**src/rtl/muldiv_pkg.sv**
```systemverilog
// muldiv_pkg: shared encodings and the default operand width for muldiv_seq.
package muldiv_pkg;

    localparam int MULDIV_W = 32;

    localparam logic [1:0] OP_MULU = 2'b00;
    localparam logic [1:0] OP_MUL  = 2'b01;
    localparam logic [1:0] OP_DIVU = 2'b10;
    localparam logic [1:0] OP_DIV  = 2'b11;

    localparam logic [1:0] ST_IDLE = 2'b00;
    localparam logic [1:0] ST_CALC = 2'b01;
    localparam logic [1:0] ST_FIX  = 2'b10;

endpackage

```
**src/rtl/muldiv_addsub.sv**
```systemverilog
// muldiv_addsub: the single (W+1)-bit add/sub shared by multiply and divide.
// Subtraction is A + ~B + 1, so bit W of s is the borrow indicator.
module muldiv_addsub
    import muldiv_pkg::*;
#(
    parameter int W = MULDIV_W
) (
    input  logic [W:0] a,
    input  logic [W:0] b,
    input  logic       sub,
    output logic [W:0] s
);

    assign s = a + (sub ? ~b : b) + {{W{1'b0}}, sub};

endmodule

```
**src/rtl/muldiv_seq.sv**
```systemverilog
// muldiv_seq: multi-cycle shift-add multiply / restoring divide sequencer.
// Signed MUL/DIV handling is generated only when MULDIV_SIGNED_EN is defined.
module muldiv_seq
    import muldiv_pkg::*;
#(
    parameter int W = MULDIV_W
) (
    input  logic         clk,
    input  logic         rst_n,
    input  logic         start,
    input  logic [1:0]   op,
    input  logic [W-1:0] a,
    input  logic [W-1:0] b,
    output logic         busy,
    output logic         done,
    output logic [W-1:0] hi,
    output logic [W-1:0] lo,
    output logic         div_zero
);

    localparam int CW = $clog2(W);
    localparam logic [CW-1:0] CNT_ONE  = {{(CW-1){1'b0}}, 1'b1};
    localparam logic [CW-1:0] CNT_LAST = CW'(W - 32'd1);

    logic [1:0]    state_r;
    logic          busy_r;
    logic          done_r;
    logic [W-1:0]  hi_r;
    logic [W-1:0]  lo_r;
    logic          div_zero_r;
    logic          is_div_r;
    logic          dz_r;
    logic [W-1:0]  acc_r;
    logic [W-1:0]  low_r;
    logic [W-1:0]  opb_r;
    logic [W-1:0]  a_orig_r;
    logic [CW-1:0] cnt_r;

    logic [W-1:0]   mag_a_s;
    logic [W-1:0]   mag_b_s;
    logic [W:0]     add_a_s;
    logic [W:0]     add_b_s;
    logic           add_sub_s;
    logic [W:0]     add_s;
    logic [W-1:0]   acc_nx_s;
    logic [W-1:0]   low_nx_s;
    logic [2*W-1:0] prod_s;
    logic [W-1:0]   res_hi_s;
    logic [W-1:0]   res_lo_s;
    logic           res_dz_s;

`ifdef MULDIV_SIGNED_EN
    localparam logic [W-1:0]   ONE_W  = {{(W-1){1'b0}}, 1'b1};
    localparam logic [2*W-1:0] ONE_2W = {{(2*W-1){1'b0}}, 1'b1};

    logic sgn_r;
    logic sa_r;
    logic sb_r;

    function automatic logic [W-1:0] neg_w(input logic [W-1:0] x);
        return ~x + ONE_W;
    endfunction

    function automatic logic [2*W-1:0] neg_2w(input logic [2*W-1:0] x);
        return ~x + ONE_2W;
    endfunction
`else
    logic unused_op0_s;
    assign unused_op0_s = op[0];
`endif

    assign busy     = busy_r;
    assign done     = done_r;
    assign hi       = hi_r;
    assign lo       = lo_r;
    assign div_zero = div_zero_r;

    // Operand magnitudes captured at the accept edge
    always_comb begin
        mag_a_s = a;
        mag_b_s = b;
`ifdef MULDIV_SIGNED_EN
        if (op[0] == 1'b1) begin
            mag_a_s = a[W-1] ? neg_w(a) : a;
            mag_b_s = b[W-1] ? neg_w(b) : b;
        end else begin
            mag_a_s = a;
            mag_b_s = b;
        end
`endif
    end

    // Operand muxes into the shared adder: {R,Q} shifted minus divisor, or P-high plus mcand
    always_comb begin
        add_a_s   = {(W+1){1'b0}};
        add_b_s   = {(W+1){1'b0}};
        add_sub_s = 1'b0;
        if (is_div_r) begin
            add_a_s   = {acc_r, low_r[W-1]};
            add_b_s   = {1'b0, opb_r};
            add_sub_s = 1'b1;
        end else begin
            add_a_s   = {1'b0, acc_r};
            add_b_s   = low_r[0] ? {1'b0, opb_r} : {(W+1){1'b0}};
            add_sub_s = 1'b0;
        end
    end

    muldiv_addsub #(.W(W)) u_addsub (
        .a   (add_a_s),
        .b   (add_b_s),
        .sub (add_sub_s),
        .s   (add_s)
    );

    // One iteration step; a borrow in bit W keeps the shifted remainder
    always_comb begin
        acc_nx_s = acc_r;
        low_nx_s = low_r;
        if (is_div_r) begin
            if (add_s[W]) begin
                acc_nx_s = add_a_s[W-1:0];
                low_nx_s = {low_r[W-2:0], 1'b0};
            end else begin
                acc_nx_s = add_s[W-1:0];
                low_nx_s = {low_r[W-2:0], 1'b1};
            end
        end else begin
            acc_nx_s = add_s[W:1];
            low_nx_s = {add_s[0], low_r[W-1:1]};
        end
    end

    // Final hi/lo with sign correction and the divide-by-zero override
    always_comb begin
        prod_s   = {acc_r, low_r};
        res_hi_s = acc_r;
        res_lo_s = low_r;
        res_dz_s = 1'b0;
        if (is_div_r) begin
            if (dz_r) begin
                res_hi_s = a_orig_r;
                res_lo_s = {W{1'b1}};
                res_dz_s = 1'b1;
            end else begin
                res_hi_s = acc_r;
                res_lo_s = low_r;
                res_dz_s = 1'b0;
`ifdef MULDIV_SIGNED_EN
                if (sgn_r && (sa_r ^ sb_r)) begin
                    res_lo_s = neg_w(low_r);
                end else begin
                    res_lo_s = low_r;
                end
                if (sgn_r && sa_r) begin
                    res_hi_s = neg_w(acc_r);
                end else begin
                    res_hi_s = acc_r;
                end
`endif
            end
        end else begin
`ifdef MULDIV_SIGNED_EN
            if (sgn_r && (sa_r ^ sb_r)) begin
                prod_s = neg_2w({acc_r, low_r});
            end else begin
                prod_s = {acc_r, low_r};
            end
`endif
            res_hi_s = prod_s[2*W-1:W];
            res_lo_s = prod_s[W-1:0];
            res_dz_s = 1'b0;
        end
    end

    // Sequencer FSM and work registers
    always_ff @(posedge clk or negedge rst_n) begin
        if (!rst_n) begin
            state_r    <= ST_IDLE;
            busy_r     <= 1'b0;
            done_r     <= 1'b0;
            hi_r       <= {W{1'b0}};
            lo_r       <= {W{1'b0}};
            div_zero_r <= 1'b0;
            is_div_r   <= 1'b0;
            dz_r       <= 1'b0;
            acc_r      <= {W{1'b0}};
            low_r      <= {W{1'b0}};
            opb_r      <= {W{1'b0}};
            a_orig_r   <= {W{1'b0}};
            cnt_r      <= {CW{1'b0}};
`ifdef MULDIV_SIGNED_EN
            sgn_r      <= 1'b0;
            sa_r       <= 1'b0;
            sb_r       <= 1'b0;
`endif
        end else begin
            case (state_r)
                ST_IDLE: begin
                    done_r <= 1'b0;
                    if (start) begin
                        state_r  <= ST_CALC;
                        busy_r   <= 1'b1;
                        is_div_r <= (op[1] == OP_DIVU[1]);
                        dz_r     <= (b == {W{1'b0}});
                        a_orig_r <= a;
                        acc_r    <= {W{1'b0}};
                        // Divide iterates on the dividend; multiply on the multiplier
                        low_r    <= op[1] ? mag_a_s : mag_b_s;
                        opb_r    <= op[1] ? mag_b_s : mag_a_s;
                        cnt_r    <= {CW{1'b0}};
`ifdef MULDIV_SIGNED_EN
                        sgn_r    <= op[0];
                        sa_r     <= a[W-1];
                        sb_r     <= b[W-1];
`endif
                    end
                end
                ST_CALC: begin
                    acc_r <= acc_nx_s;
                    low_r <= low_nx_s;
                    cnt_r <= cnt_r + CNT_ONE;
                    if (cnt_r == CNT_LAST) begin
                        state_r <= ST_FIX;
                    end
                end
                ST_FIX: begin
                    state_r    <= ST_IDLE;
                    busy_r     <= 1'b0;
                    done_r     <= 1'b1;
                    hi_r       <= res_hi_s;
                    lo_r       <= res_lo_s;
                    div_zero_r <= res_dz_s;
                end
                default: begin
                    state_r <= ST_IDLE;
                    busy_r  <= 1'b0;
                    done_r  <= 1'b0;
                end
            endcase
        end
    end

endmodule

```
**config.mk**
```make
export PLATFORM = sky130hd
export DESIGN_NAME = muldiv_seq
export DESIGN_NICKNAME = d
export VERILOG_FILES = /design/src/rtl/muldiv_pkg.sv /design/src/rtl/muldiv_addsub.sv /design/src/rtl/muldiv_seq.sv
export SDC_FILE = /design/constraint.sdc
export NUM_CORES = 1
export LEC_CHECK = 0
export BUFFER_PORTS_ARGS = -buffer_cell sky130_fd_sc_hd__buf_2
export CORE_AREA = 2 2 196 198
export DETAILED_ROUTE_END_ITERATION = 8
export DIE_AREA = 0 0 198 200
export PLACE_DENSITY = 0.48
export RECOVER_POWER = 25
export SETUP_SLACK_MARGIN = 0.02
export SYNTH_ARGS = -nofsm -noshare
export SYNTH_HDL_FRONTEND = slang
export SYNTH_SLANG_ARGS = --single-unit
```
**constraint.sdc**
```tcl
create_clock -name clk -period 4.5 [get_ports clk]
set_input_delay 0.675 -clock clk [delete_from_list [all_inputs] [get_ports clk]]
set_output_delay 0.675 -clock clk [all_outputs]
set_load 0.005 [all_outputs]
```
### Yosys cells after proc, flatten, opt, wreduce, memory -nomap -nowiden

Cells that the tools add are included.

* flip-flop bits (word level): 204
* bits of input ports: 69
* output and inout bits: 67
* logic and storage cells: 59

* $add $sub $neg: 3
* eq/ne operators: 5
* mux-type cells: 29
* bitwise operators: 2
* reductions and logical operators: 7

Operator list (number)
* 2-to-1 mux 32 bit: 13
* one-hot mux 32 bit (2 select lines): 2
* 2-to-1 mux 33 bit: 2
* adder 33 x 1 -> 33 bit: 1
* adder 33 bit: 1
* inverter 32 -> 33 bit: 1
* zero test 32 bit: 1
* one-hot mux 5 bit (2 select lines): 1
* AND reduction 2 bit: 4
* adder 5 x 1 -> 5 bit (second input constant): 1
* == test 5 bit (second input constant): 1
* 2-to-1 mux 1 bit: 5
* 2-to-1 mux 5 bit: 1
* 2-to-1 mux 2 bit: 2
* inequality test 2 bit (second input constant): 2
* one-hot mux 1 bit (2 select lines): 2
* one-hot mux 2 bit (2 select lines): 1
* == test 2 x 1 -> 1 bit (second input constant): 1
* == test 2 bit (second input constant): 1
* zero test 2 bit: 1
* nonzero test 2 bit: 1
* inverter 1 bit: 1

### Longest topological paths before layout

Gate-level depths: netlist of run 1.

* word-level depth: 9
* gate-level depth with buffers: 16
* depth with buffers taken out: 11

### Hierarchy

Synthesis of run 1 repeated with hierarchy kept, for this count alone.

* cell total of the unflattened synthesis: 1363
* area, all modules: 12822.3 µm²

By module, submodules not included
* muldiv_seq: times used 1, cells an instance 1045, area an instance 10511.3 µm², seq. area each 5104.9 µm²
* muldiv_addsub: times used 1, cells an instance 318, area an instance 2311.0 µm², seq. area each 0.0 µm²

### Worst setup path before layout of run 1

Ideal clock, no wire load.

* path type: register -> register
* start point: register is_div_r
* end point: register acc_r[29]
* setup time: 0.142 ns
* data arrival time: 3.844 ns
* data required time: 4.358 ns
* setup slack: 0.514 ns
* cell stages (with the launch flop): 15
* cells stage by stage: dfrtp_1 > clkbuf_1 > clkbuf_1 > clkbuf_1 > mux2_2 > fa_1 > a211oi_1 > o21ai_2 > a31oi_1 > o31a_4 > o21ai_4 > xnor2_4 > buf_6 > mux2i_1 > o221ai_1

* cells in the longest elaborated chain, start to end: 8

RTL lines
* start, declared: RTL line muldiv_seq.sv:31 `logic is_div_r;`
* start signal, assigned: RTL line muldiv_seq.sv:204 `is_div_r <= (op[1] == OP_DIVU[1]);`
* 2-to-1 mux 32 bit: RTL line muldiv_seq.sv:98 `if (is_div_r) begin`
* inverter 32 -> 33 bit: RTL line muldiv_addsub.sv:14 `assign s = a + (sub ? ~b : b) + {{W{1'b0}}, sub};`
* 2-to-1 mux 33 bit: RTL line muldiv_addsub.sv:14
* adder 33 bit: RTL line muldiv_addsub.sv:14
* adder 33 x 1 -> 33 bit: RTL line muldiv_addsub.sv:14
* 2-to-1 mux 32 bit: RTL line muldiv_seq.sv:121 `if (add_s[W]) begin`
* 2-to-1 mux 32 bit *: RTL line muldiv_seq.sv:120 `if (is_div_r) begin`
* one-hot mux 32 bit (2 select lines) *: RTL line muldiv_seq.sv:198 `case (state_r)`
* end signal, assigned: RTL line muldiv_seq.sv:187 `acc_r <= {W{1'b0}};`
* end signal, assigned: RTL line muldiv_seq.sv:207 `acc_r <= {W{1'b0}};`
* end signal, assigned: RTL line muldiv_seq.sv:220 `acc_r <= acc_nx_s;`
* end, declared: RTL line muldiv_seq.sv:33 `logic [W-1:0] acc_r;`

Every way passes the cells marked *; elsewhere a longest branch is shown, timed or not.
A chain may end at the register's enable or synchronous reset.

### Final worst setup path of run 1

* start point: register is_div_r
* end point: register acc_r[30]

The elaborated chain is that of the path after synthesis.

==> run metrics, run 1 <==
row cnt 71; Max H-tree Level 1; Post-synth ARST share 1.000; fraction of layout cells with a size suffix above 1 0.2103; WL final 36,890 µm; Vias 9,813; grt total ovfl 0; DR WL met2 16,140 µm; CP endpoint kind flip-flop; Via density 5.103; number of global-route vias before repair 9,848; worst skew pair latency 0.53 ns; die area 0.03960 mm²; crit path DAT 4.46 ns; Tot Pwr 12.40 mW; # setup viols final 0; worst hold margin 0.3731 ns; Net count, final 1,498; DRC viols 0; CP required a little under 5 ns; Avg Cell Area, Syn 9.348 µm²; CTS root buf clkbuf_16; Mapped Area 0.01219 mm²; Power Dens Cells 877.8 mW/mm²; #FFs+latches synth 204; post-synth top area share 0.4188; routed wire length per instance 19.18 µm; class of the worst hold path primary input to flip-flop; crit path time final 4.081 ns; Peak VDD IR about 0.44 mV; leak pwr approximately 6.7 nW; I/O pin cnt 136; slew margin rel. -0.4780; Total GRT Usage 0.1868; leading cell types by count after synthesis nand2_1 (250), dfrtp_1 (204), o21ai_0 (149); Synth Warn # 0; total core area 0.03740 mm²; most common cell in the synthesized netlist nand2_1; Top Metal Used met5; DIE WIDTH 198 µm; Worst Tran Pin Value 2.217 ns; largest net degree at the start of global routing 85; antenna violations before repair 3; largest area contributor in the netlist dfrtp_1; Critical Path Fanout Max 58; max_cap viols 1; register area share after synthesis 0.4188; synthesized netlist cell count approximately 1,300; WL met3 1693 µm; wire length on met1 18,360 µm; Netlist cell types 65; CTS max path bufs 3; Max Clk Rate 245.0 MHz; Sink Count 204; first-pass GRT wire length 57,850 µm; remaining antenna violation count after routing 0; DP Wirelength 26,090 µm; leading post-synthesis cells by cell area dfrtp_1 (42%), mux2i_1 (10%), mux2_2 (8.2%); status complete, but fails checks; Area Overhead vs Synth 15.89%; CTS tree built; initial drt markers 662; fraction of the cycle the final worst path needs 0.9070; Worst Setup Path Type flip-flop to flip-flop; setup TNS 0 ns; clk_skew 0.01889 ns; Pre-antenna DRT Iters 4; violated checks max-capacitance violations, max-slew violations; Post-synth EDFFs 0; crit start category flip-flop; Hold Fails Final Rpt 0; Die Ht 200 µm; initial core utilization 0.3259; RSZ-0062 raised after global routing false; Top FF cell, synth dfrtp_1; Worst-path clk slew 0.06 ns; Post-Synthesis Net Count 1,407; Setup Buffers After CTS 0; Placer Congestion 0.8529; Max Slew Vio Count 84; IO buf count roughly 130; TritonCTS buffer count 24; ant diodes 0
==> stage by stage <==
stage / util / area, µm² / std cells / setup WS (ns)
after detailed placement: 0.3573 / 13360 / 1880 / 0.1601
after global routing: 0.3777 / 14130 / 1923 / 0.07920
after CTS: 0.3778 / 14130 / 1923 / 0.1335
after global placement: 0.3573 / 13360 / 1880 / 0.2353
after floorplan: - / 12190 / 1304 / 0.5139
final: 0.3777 / 14130 / 1923 / 0.4187
==> final timing paths <==
path,startpoint,to,slack [ns],depth (start not counted)
max,is_div_r,acc_r[30],0.42,12
min,a[0],a_orig_r[0],0.37,3
max reg2reg,is_div_r,acc_r[30],0.42,12
min reg2reg,hi[13],hi[13],0.47,2
max in group asynchronous,rst_n,is_div_r,2.12,1
min in group asynchronous,rst_n,lo[6],0.76,1
==> layout by cell type, fill, tap and decap left out, types with 3 or more instances in the layout <==
master and count:
xnor2_1 12, o22a_1 32, inv_1 15, buf_4 19, or2_2 4, mux2_2 89
nor2_1 53, and2_1 5, buf_2 132, ha_1 33, nand4_1 10, o211ai_1 4
or3_1 5, mux2i_1 122, clkbuf_1 10, clkbuf_16 25, nand2_1 248, a22oi_1 23
and3_1 4, a21oi_1 62, o21ai_0 149, xor2_1 14, a211oi_1 8, o221ai_1 7
dfrtp_1 203, clkinv_2 4, nor3_1 11, nand3_1 10, and4_1 4, nor4_1 9
o21bai_1 3, a21o_1 18, a31oi_1 8
==> flip-flops by register name, summed over array words and instances, names as in the netlist <==
signal / flops
busy: 1
opb_r: 32
dz_r: 1
state_r: 2
done: 1
a_orig_r: 32
div_zero: 1
is_div_r: 1
hi: 32
cnt_r: 5
lo: 32
low_r: 32
acc_r: 32
==> worst max-delay path, cell delays in order, from the launching register on <==
cell,delay (ns)
dfrtp_4,0.41
buf_4,0.27
buf_6,0.43
mux2_2,0.40
ha_1,0.36
a21oi_1,0.31
o21ai_0,0.24
o21ai_0,0.42
nor3_1,0.13
or2_2,0.30
a311oi_1,0.34
mux2_2,0.23
o221ai_2,0.09
==> where the power goes <==
group | leakage, nW | internal [mW] | total, mW | switching [mW]
clock network | 0.371 | 1.15 | 1.96 | 0.807
registers | 2.47 | 2.51 | 3.13 | 0.614
logic | 3.89 | 3.13 | 7.32 | 4.19
==> logic make-up after synthesis <==
logic type	synth area share
mux	0.1824
buf+inv	0.03387
compound gates	0.1773
fa+ha+maj	0.03552
flops	0.4188
xor+xnor	0.02094
simple gates	0.1312
==> metal layers <==
metal,GRT usage,vias up
met2,0.2898,201
met5,0,-
met1,0.2761,4689
met3,0.02688,53
li1,-,4864
met4,0.04010,6
==> final cells by class <==
type / count / area (µm²)
Clock buffer: 36 / 676.9
Clock inverter: 7 / 87.58
Fill cell: 3850 / 23270
Inverter: 15 / 56.30
Multi-Input combinational cell: 995 / 6698
Sequential cell: 204 / 5109
Tap cell: 511 / 639.4
Timing Repair Buffer: 155 / 859.6
==> repair_timing <==
action,in CTS,in global routing
resized for setup,0,2
hold buffers,0,0
endpoints found under the setup margin,0,30
Note: power is estimated with default switching activity, not from simulation.
==> run 2: changes to the inputs <==
--- a/config.mk
+++ b/config.mk
@@ -6,10 +6,10 @@
 export NUM_CORES = 1
 export LEC_CHECK = 0
 export BUFFER_PORTS_ARGS = -buffer_cell sky130_fd_sc_hd__buf_2
-export CORE_AREA = 2 2 196 198
+export CORE_AREA = 2 2 206 188
 export DETAILED_ROUTE_END_ITERATION = 8
-export DIE_AREA = 0 0 198 200
-export PLACE_DENSITY = 0.48
+export DIE_AREA = 0 0 208 190
+export PLACE_DENSITY = 0.49
 export RECOVER_POWER = 25
 export SETUP_SLACK_MARGIN = 0.02
 export SYNTH_ARGS = -nofsm -noshare
==> run 2 against run 1 <==
The run still ends with max-capacitance violations, max-slew violations left. Hold slack worse by 0.023 ns. Critical endpoint is now acc_r[25]. Sequential share of layout area decreased by 0.19 points. Global-route usage fell by 0.83 points. Design area increased by 0.52%. Register-to-register slack gained 0.05 ns. First-iteration DRC count fell by 5.9%. Combinational power hardly changed. Via count is 1.3% higher. Worst setup slack better by 0.047 ns. Die area decreased by 0.20%. Highest routed layer unchanged. Sequential power is essentially flat. Largest power group unchanged.
==> run metrics, run 2 (same netlist as run 1, synthesis figures left out) <==
status complete, but fails checks; violated checks max-capacitance violations, max-slew violations; r2r setup slk 0.47 ns (+0.05 ns); crit path time final 4.034 ns (-0.04690 ns); CTS root buf clkbuf_16; commonest non-fill, non-tap cell in the layout nand2_1; DIE WIDTH 208 µm (+5.1%); Filler Cell Count 3,845 (-0.13%); row cnt 68 (-4.2%); Area Overhead vs Synth 16.50%; fraction of the cycle the final worst path needs 0.8965 (-0.01042); Critical Path Fanout Max 111 (+91%); grt total ovfl 0 (unchanged); WL final 36,100 µm (-2.1%); Worst-path clk slew 0.06 ns (about the same); reg2reg start is_div_r; slew margin rel. -0.9685 (-0.4905); Hold Fails Final Rpt 0 (unchanged); Worst Tran Pin Value 2.953 ns (+0.7357 ns); setup TNS 0 ns (unchanged); slowest cell delay on critical path 0.49 ns (+0.06 ns); CTS tree built; most frequent cells in the layout nand2_1 (248), dfrtp_1 (203), o21ai_0 (149); clk_skew 0.03356 ns (+0.01466 ns); crit path DAT 4.47 ns (about the same); end point of the worst hold path a_orig_r[4]; r2r worst-path depth 13 (+1); Vias 9,938 (+1.3%); Net count, final 1,500 (+0.13%); routed wire length per instance 18.94 µm (-1.3%); RSZ-0062 raised after global routing false; initial drt markers 623 (-5.9%); Max Clk Rate 247.9 MHz (+1.2%); antenna violations before repair 3 (unchanged); CP top delay family compound AO/OA/AOI/OAI gates; Placer Congestion 0.8434 (-1.1%); Die Ht 190 µm (-5.0%); leak pwr 6.770 nW (+0.70%); largest net degree at the start of global routing 113 (+33%); IO buf count 134 (unchanged); # setup viols final 0 (unchanged); remaining antenna violation count after routing 0 (unchanged); initial core utilization 0.3241 (-0.001789); I/O pin cnt 136 (unchanged); CP Buf/Inv Count 2 (unchanged); Worst Setup Path Type flip-flop to flip-flop; DP Wirelength 25,730 µm (-1.4%); worst skew pair latency 0.55 ns (+0.02 ns); Pre-antenna DRT Iters 5 (+1); crit start category flip-flop; class of the worst hold path primary input to flip-flop; CP required 4.94 ns (+0.06 ns); Sink Count 204 (unchanged); crit path cell chain buf_12, nand3b_1, and2_1, fa_1, a211oi_1, o21ai_2, a31oi_1, o31a_4, o21ai_4, xnor2_4, buf_4, nand2_1, o221ai_1; die area 0.03952 mm² (-0.20%); Max Slew Vio Count 112 (+33%); Final Util 0.3776 (about the same); R2R Path End acc_r[25]; Via density 5.214 (+2.2%); hold path depth 3 (unchanged); CTS max path bufs 3 (unchanged); CP endpoint kind flip-flop; max_cap viols 1 (unchanged); Max H-tree Level 1 (unchanged); Total GRT Usage 0.1785 (-0.008311); critical-path cell with the highest stage delay fa_1; TritonCTS buffer count 25 (+4.2%); first-pass GRT wire length 56,590 µm (-2.2%); Peak VDD IR 0.3486 mV (-20%); # hold bufs at CTS 0 (unchanged); fraction of layout cells with a size suffix above 1 0.2157 (+0.005360); number of global-route vias before repair 9,609 (-2.4%); Power Dens Cells 880.5 mW/mm² (+0.30%); total core area 0.03761 mm² (+0.55%); hold_sp a[4]; DRC viols 0 (unchanged)
run 2: metal layers:
layer	global-route usage	vias up	share of wire	wire length, µm
li1	-	4874	-	-
met1	0.2749	4810	0.52	18860
met2	0.2602	208	0.42	15000
met3	0.02839	42	0.046	1650
met4	0.03901	4	0.016	567
met5	0	-	0.00066	24
run 2: final cells by class:
type / instances / area [µm²] / share of cell area
multi-input cells: 995 / 6698 / 0.4717
flip-flops and latches: 204 / 5109 / 0.3598
repair buffers: 156 / 888.4 / 0.06256
clock buffers: 35 / 723.2 / 0.05093
well taps: 490 / 613.1 / 0.04318
clock inverters: 9 / 107.6 / 0.007578
inverters: 15 / 56.30 / 0.003965
diodes: 2 / 5.005 / 0.0003525
run 2: power by group:
part,internal [mW],leakage (nW),total [mW],switching [mW]
Clock,1.23,0.405,2.05,0.816
Sequential,2.51,2.47,3.13,0.613
Combinational,3.17,3.90,7.33,4.16
run 2: worst max path at each step:
| stage | start | endpoint | slack, ns | depth (start not counted) |
|---|---|---|---|---|
| floorplan | is_div_r | acc_r[29] | 0.51 | 14 |
| global placement | is_div_r | acc_r[30] | 0.30 | 12 |
| detailed placement | is_div_r | acc_r[30] | 0.26 | 12 |
| CTS | is_div_r | acc_r[30] | 0.23 | 12 |
| global route | is_div_r | acc_r[30] | 0.11 | 12 |
| finish | is_div_r | acc_r[25] | 0.47 | 13 |
run 2: tightest hold or removal path, cell delays in order:
cell and delay [ns]:
buf_2 0.10, nand2_1 0.05, nand2_1 0.05
run 2: per-stage QoR:
stage | power [mW] | std cells | hold slack [ns] | worst slack (ns) | area [µm²]
after floorplan | 8.590 | 1304 | 0.3794 | 0.5139 | 12190
after global placement | 10.38 | 1860 | 0.4577 | 0.2967 | 13370
after detailed placement | 10.42 | 1860 | 0.4633 | 0.2597 | 13370
after CTS | 12.53 | 1904 | 0.3019 | 0.2283 | 14200
after global routing | 13.54 | 1904 | 0.3522 | 0.1089 | 14190
final | 12.50 | 1906 | 0.3501 | 0.4656 | 14200
run 2: timing repair:
item | CTS | global route
setup buffers | 0 | 0
setup endpoints to repair | 0 | 7
gates resized for setup | 0 | 1
==> run 3: changes to the inputs <==
--- a/config.mk
+++ b/config.mk
@@ -6,12 +6,13 @@
 export NUM_CORES = 1
 export LEC_CHECK = 0
 export BUFFER_PORTS_ARGS = -buffer_cell sky130_fd_sc_hd__buf_2
-export CORE_AREA = 2 2 206 188
+export CORE_AREA = 2 2 211 193
 export DETAILED_ROUTE_END_ITERATION = 8
-export DIE_AREA = 0 0 208 190
-export PLACE_DENSITY = 0.49
+export DIE_AREA = 0 0 213 195
+export PLACE_DENSITY = 0.48
 export RECOVER_POWER = 25
 export SETUP_SLACK_MARGIN = 0.02
 export SYNTH_ARGS = -nofsm -noshare
 export SYNTH_HDL_FRONTEND = slang
+export SYNTH_HIERARCHICAL = 1
 export SYNTH_SLANG_ARGS = --single-unit
==> run 3 against run 2 <==
The run still ends with max-capacitance violations, max-slew violations left. Worst setup slack got worse by 0.14 ns. Critical endpoint is now acc_r[30]. Area after synthesis rose by 5.2%. Global-route usage barely moved. Clock skew fell by 0.013 ns. Critical path depth rose by 3. Sequential share of layout area fell by 1.1 points. Highest routed layer is now met4. Hold slack improved by 0.021 ns. Count of clock-buffer cells in the layout fell by 5.
==> run metrics, run 3 <==
first-pass GRT wire length 58,760 µm (+3.8%); setup TNS 0 ns (unchanged); commonest non-fill, non-tap cell in the layout nand2_1; CP endpoint kind flip-flop; Critical Path Fanout Max 20 (-82%); Setup Buffers After CTS 0 (unchanged); largest area contributor in the netlist dfrtp_1; crit path time final 4.174 ns (+0.1399 ns); DP Wirelength 26,840 µm (+4.3%); Placer Congestion 0.8364 (-0.83%); Vias 10,300 (+3.6%); die area 0.04154 mm² (+5.1%); fraction of the cycle the final worst path needs 0.9276 (+0.03108); total core area 0.03911 mm² (+4.0%); violated checks max-capacitance violations, max-slew violations; Via density 5.168 (-0.89%); # hold bufs at CTS 0 (unchanged); WL final 36,850 µm (+2.1%); Area Overhead vs Synth 14.18%; CTS max path bufs 3 (unchanged); Synth Warn # 6 (+6); Total GRT Usage 0.1790 (+0.0004569); Post-synth ARST share 1.000 (unchanged); DIE WIDTH 213 µm (+2.4%); Post-synth EDFFs 0 (unchanged); Net count, final 1,551 (+3.4%); Sink Count 204 (unchanged); placed insts 1,954 (+5.1%); largest net degree at the start of global routing 109 (-3.5%); #FFs+latches synth 204 (unchanged); class of the worst hold path primary input to flip-flop; Final Cell Area 0.01464 mm² (+3.1%); Placement Cell Area 0.01388 mm² (+3.8%); end point of the worst hold path a_orig_r[28]; initial drt markers 539 (-13%); worst hold margin 0.3709 ns (+0.02083 ns); leading post-synthesis cells by cell area dfrtp_1 (40%), mux2i_1 (7.9%), nand2_1 (6.6%); hold_sp a[28]; Pre-antenna DRT Iters 5 (unchanged); most frequent cells in the layout nand2_1 (227), dfrtp_1 (203), buf_2 (132); initial core utilization 0.3279 (+0.003734); synthesized netlist cell count 1,363 (+4.5%); Worst Tran Pin Value 2.853 ns (-0.09964 ns); leading cell types by count after synthesis nand2_1 (227), dfrtp_1 (204), mux2i_1 (101); IO buf count 134 (unchanged); Max H-tree Level 1 (unchanged); I/O pin cnt 136 (unchanged); most common cell in the synthesized netlist nand2_1; slew margin rel. -0.9020 (+0.06643); reg2reg start is_div_r; DRC viols 0 (unchanged); R2R Path End acc_r[30]; crit start category flip-flop; worst skew pair latency 0.54 ns (about the same); post-synth top area share 0.3981 (-0.02068); grt total ovfl 0 (unchanged); remaining antenna violation count after routing 0 (unchanged); crit path DAT 4.61 ns (+0.14 ns); fin cells 1,993 (+4.6%); CP required 4.94 ns (about the same); Hold Fails Final Rpt 0 (unchanged); Max Clk Rate 239.6 MHz (-3.4%); row cnt 69 (+1.5%); RSZ-0062 raised after global routing false; max_cap viols 1 (unchanged); hold path depth 3 (unchanged); register area share after synthesis 0.3981 (-0.02068); Max Slew Vio Count 109 (-2.7%); status complete, but fails checks; Netlist cell types 76 (+17%); # setup viols final 0 (unchanged); clk_skew 0.02080 ns (-0.01276 ns); Post-Synthesis Net Count 1,466 (+4.2%); r2r setup slk 0.33 ns (-0.14 ns); ant diodes 0 (-2); TritonCTS buffer count 24 (-4.0%); r2r worst-path depth 16 (+3); routed wire length per instance 18.49 µm (-2.4%); fraction of layout cells with a size suffix above 1 0.1800 (-0.03569); Mapped Area 0.01282 mm² (+5.2%); Worst-path clk slew 0.07 ns (about the same); CTS root buf clkbuf_16; Avg Cell Area, Syn 9.407 µm² (+0.64%); Die Ht 195 µm (+2.6%); Worst Setup Path Type flip-flop to flip-flop; CTS tree built; Top FF cell, synth dfrtp_1; antenna violations before repair 0 (-3); number of global-route vias before repair 10,230 (+6.5%)
run 3: cell count changes after synthesis, sizes merged, moves of 33 or more:
cell and delta:
a211oi +59, buf +65, nor2b +86, o21ai -59
o31ai +33, clkbuf -50, mux2 -57
run 3: layer usage:
layer | track usage | vias to the layer above | wire length [µm] | share of wire
li1 | - | 5072 | - | -
met1 | 0.2607 | 4968 | 17870 | 0.48
met2 | 0.2765 | 211 | 16510 | 0.45
met3 | 0.02863 | 48 | 1598 | 0.043
met4 | 0.04248 | 0 | 877 | 0.024
met5 | 0 | - | 0 | 0
run 3: cell families (layout without fill, tap and decap cells):
family,count (synthesis),after routing,synth area share
xor+xnor,61,61,0.04167
other cells,1,1,0.0002925
buf+inv,117,215,0.05133
fa+ha+maj,34,34,0.03376
flops,204,204,0.3981
mux,133,133,0.1069
simple gates,434,434,0.1589
compound gates,379,379,0.2090
run 3: worst max-delay path, stage by stage (launching register included):
cell and delay (ns):
dfrtp_4 0.54, nor2_2 0.17, buf_12 0.18, buf_4 0.21, nor2b_1 0.07, xor2_1 0.15, ha_1 0.32, o21ai_0 0.08
o21bai_1 0.33, a211oi_1 0.13, o21ai_0 0.50, a311oi_1 0.17, a2111oi_4 0.42, buf_12 0.25, mux2i_1 0.21, a21oi_1 0.09
a22o_1 0.23
run 3: how the worst max path moves through the flow:
stage	startpoint	end	slack, ns	cells after the start
2_1_floorplan	is_div_r	acc_r[2]	0.53	18
3_3_place_gp	is_div_r	acc_r[20]	0.34	17
3_5_place_dp	is_div_r	acc_r[20]	0.32	17
4_1_cts	is_div_r	acc_r[14]	0.28	17
5_1_grt	is_div_r	acc_r[10]	0.06	17
6_report	is_div_r	acc_r[30]	0.33	16
run 3: cell type report:
cell class	instances	area [µm²]
repair buffers	164	949.7
inverters	12	45.04
flip-flops and latches	204	5109
clock inverters	9	95.09
clock buffers	30	674.4
fillers	4008	24470
well taps	532	665.6
multi-input cells	1042	7102
run 3: timing repair:
| item | CTS | global route |
|---|---|---|
| endpoints found under the hold margin | 0 | 0 |
| endpoints found under the setup margin | 0 | 1 |
| gates resized for setup | 0 | 1 |
run 3: metrics by stage:
step / setup WS, ns / util
after floorplan: 0.5272 / -
after global placement: 0.3355 / 0.3549
after detailed placement: 0.3156 / 0.3549
after CTS: 0.2753 / 0.3746
after global routing: 0.06344 / 0.3743
final: 0.3257 / 0.3743
Power of run 3 is not shown: default switching activity piles up to over one toggle a cycle in this logic, so the estimate is an artifact.
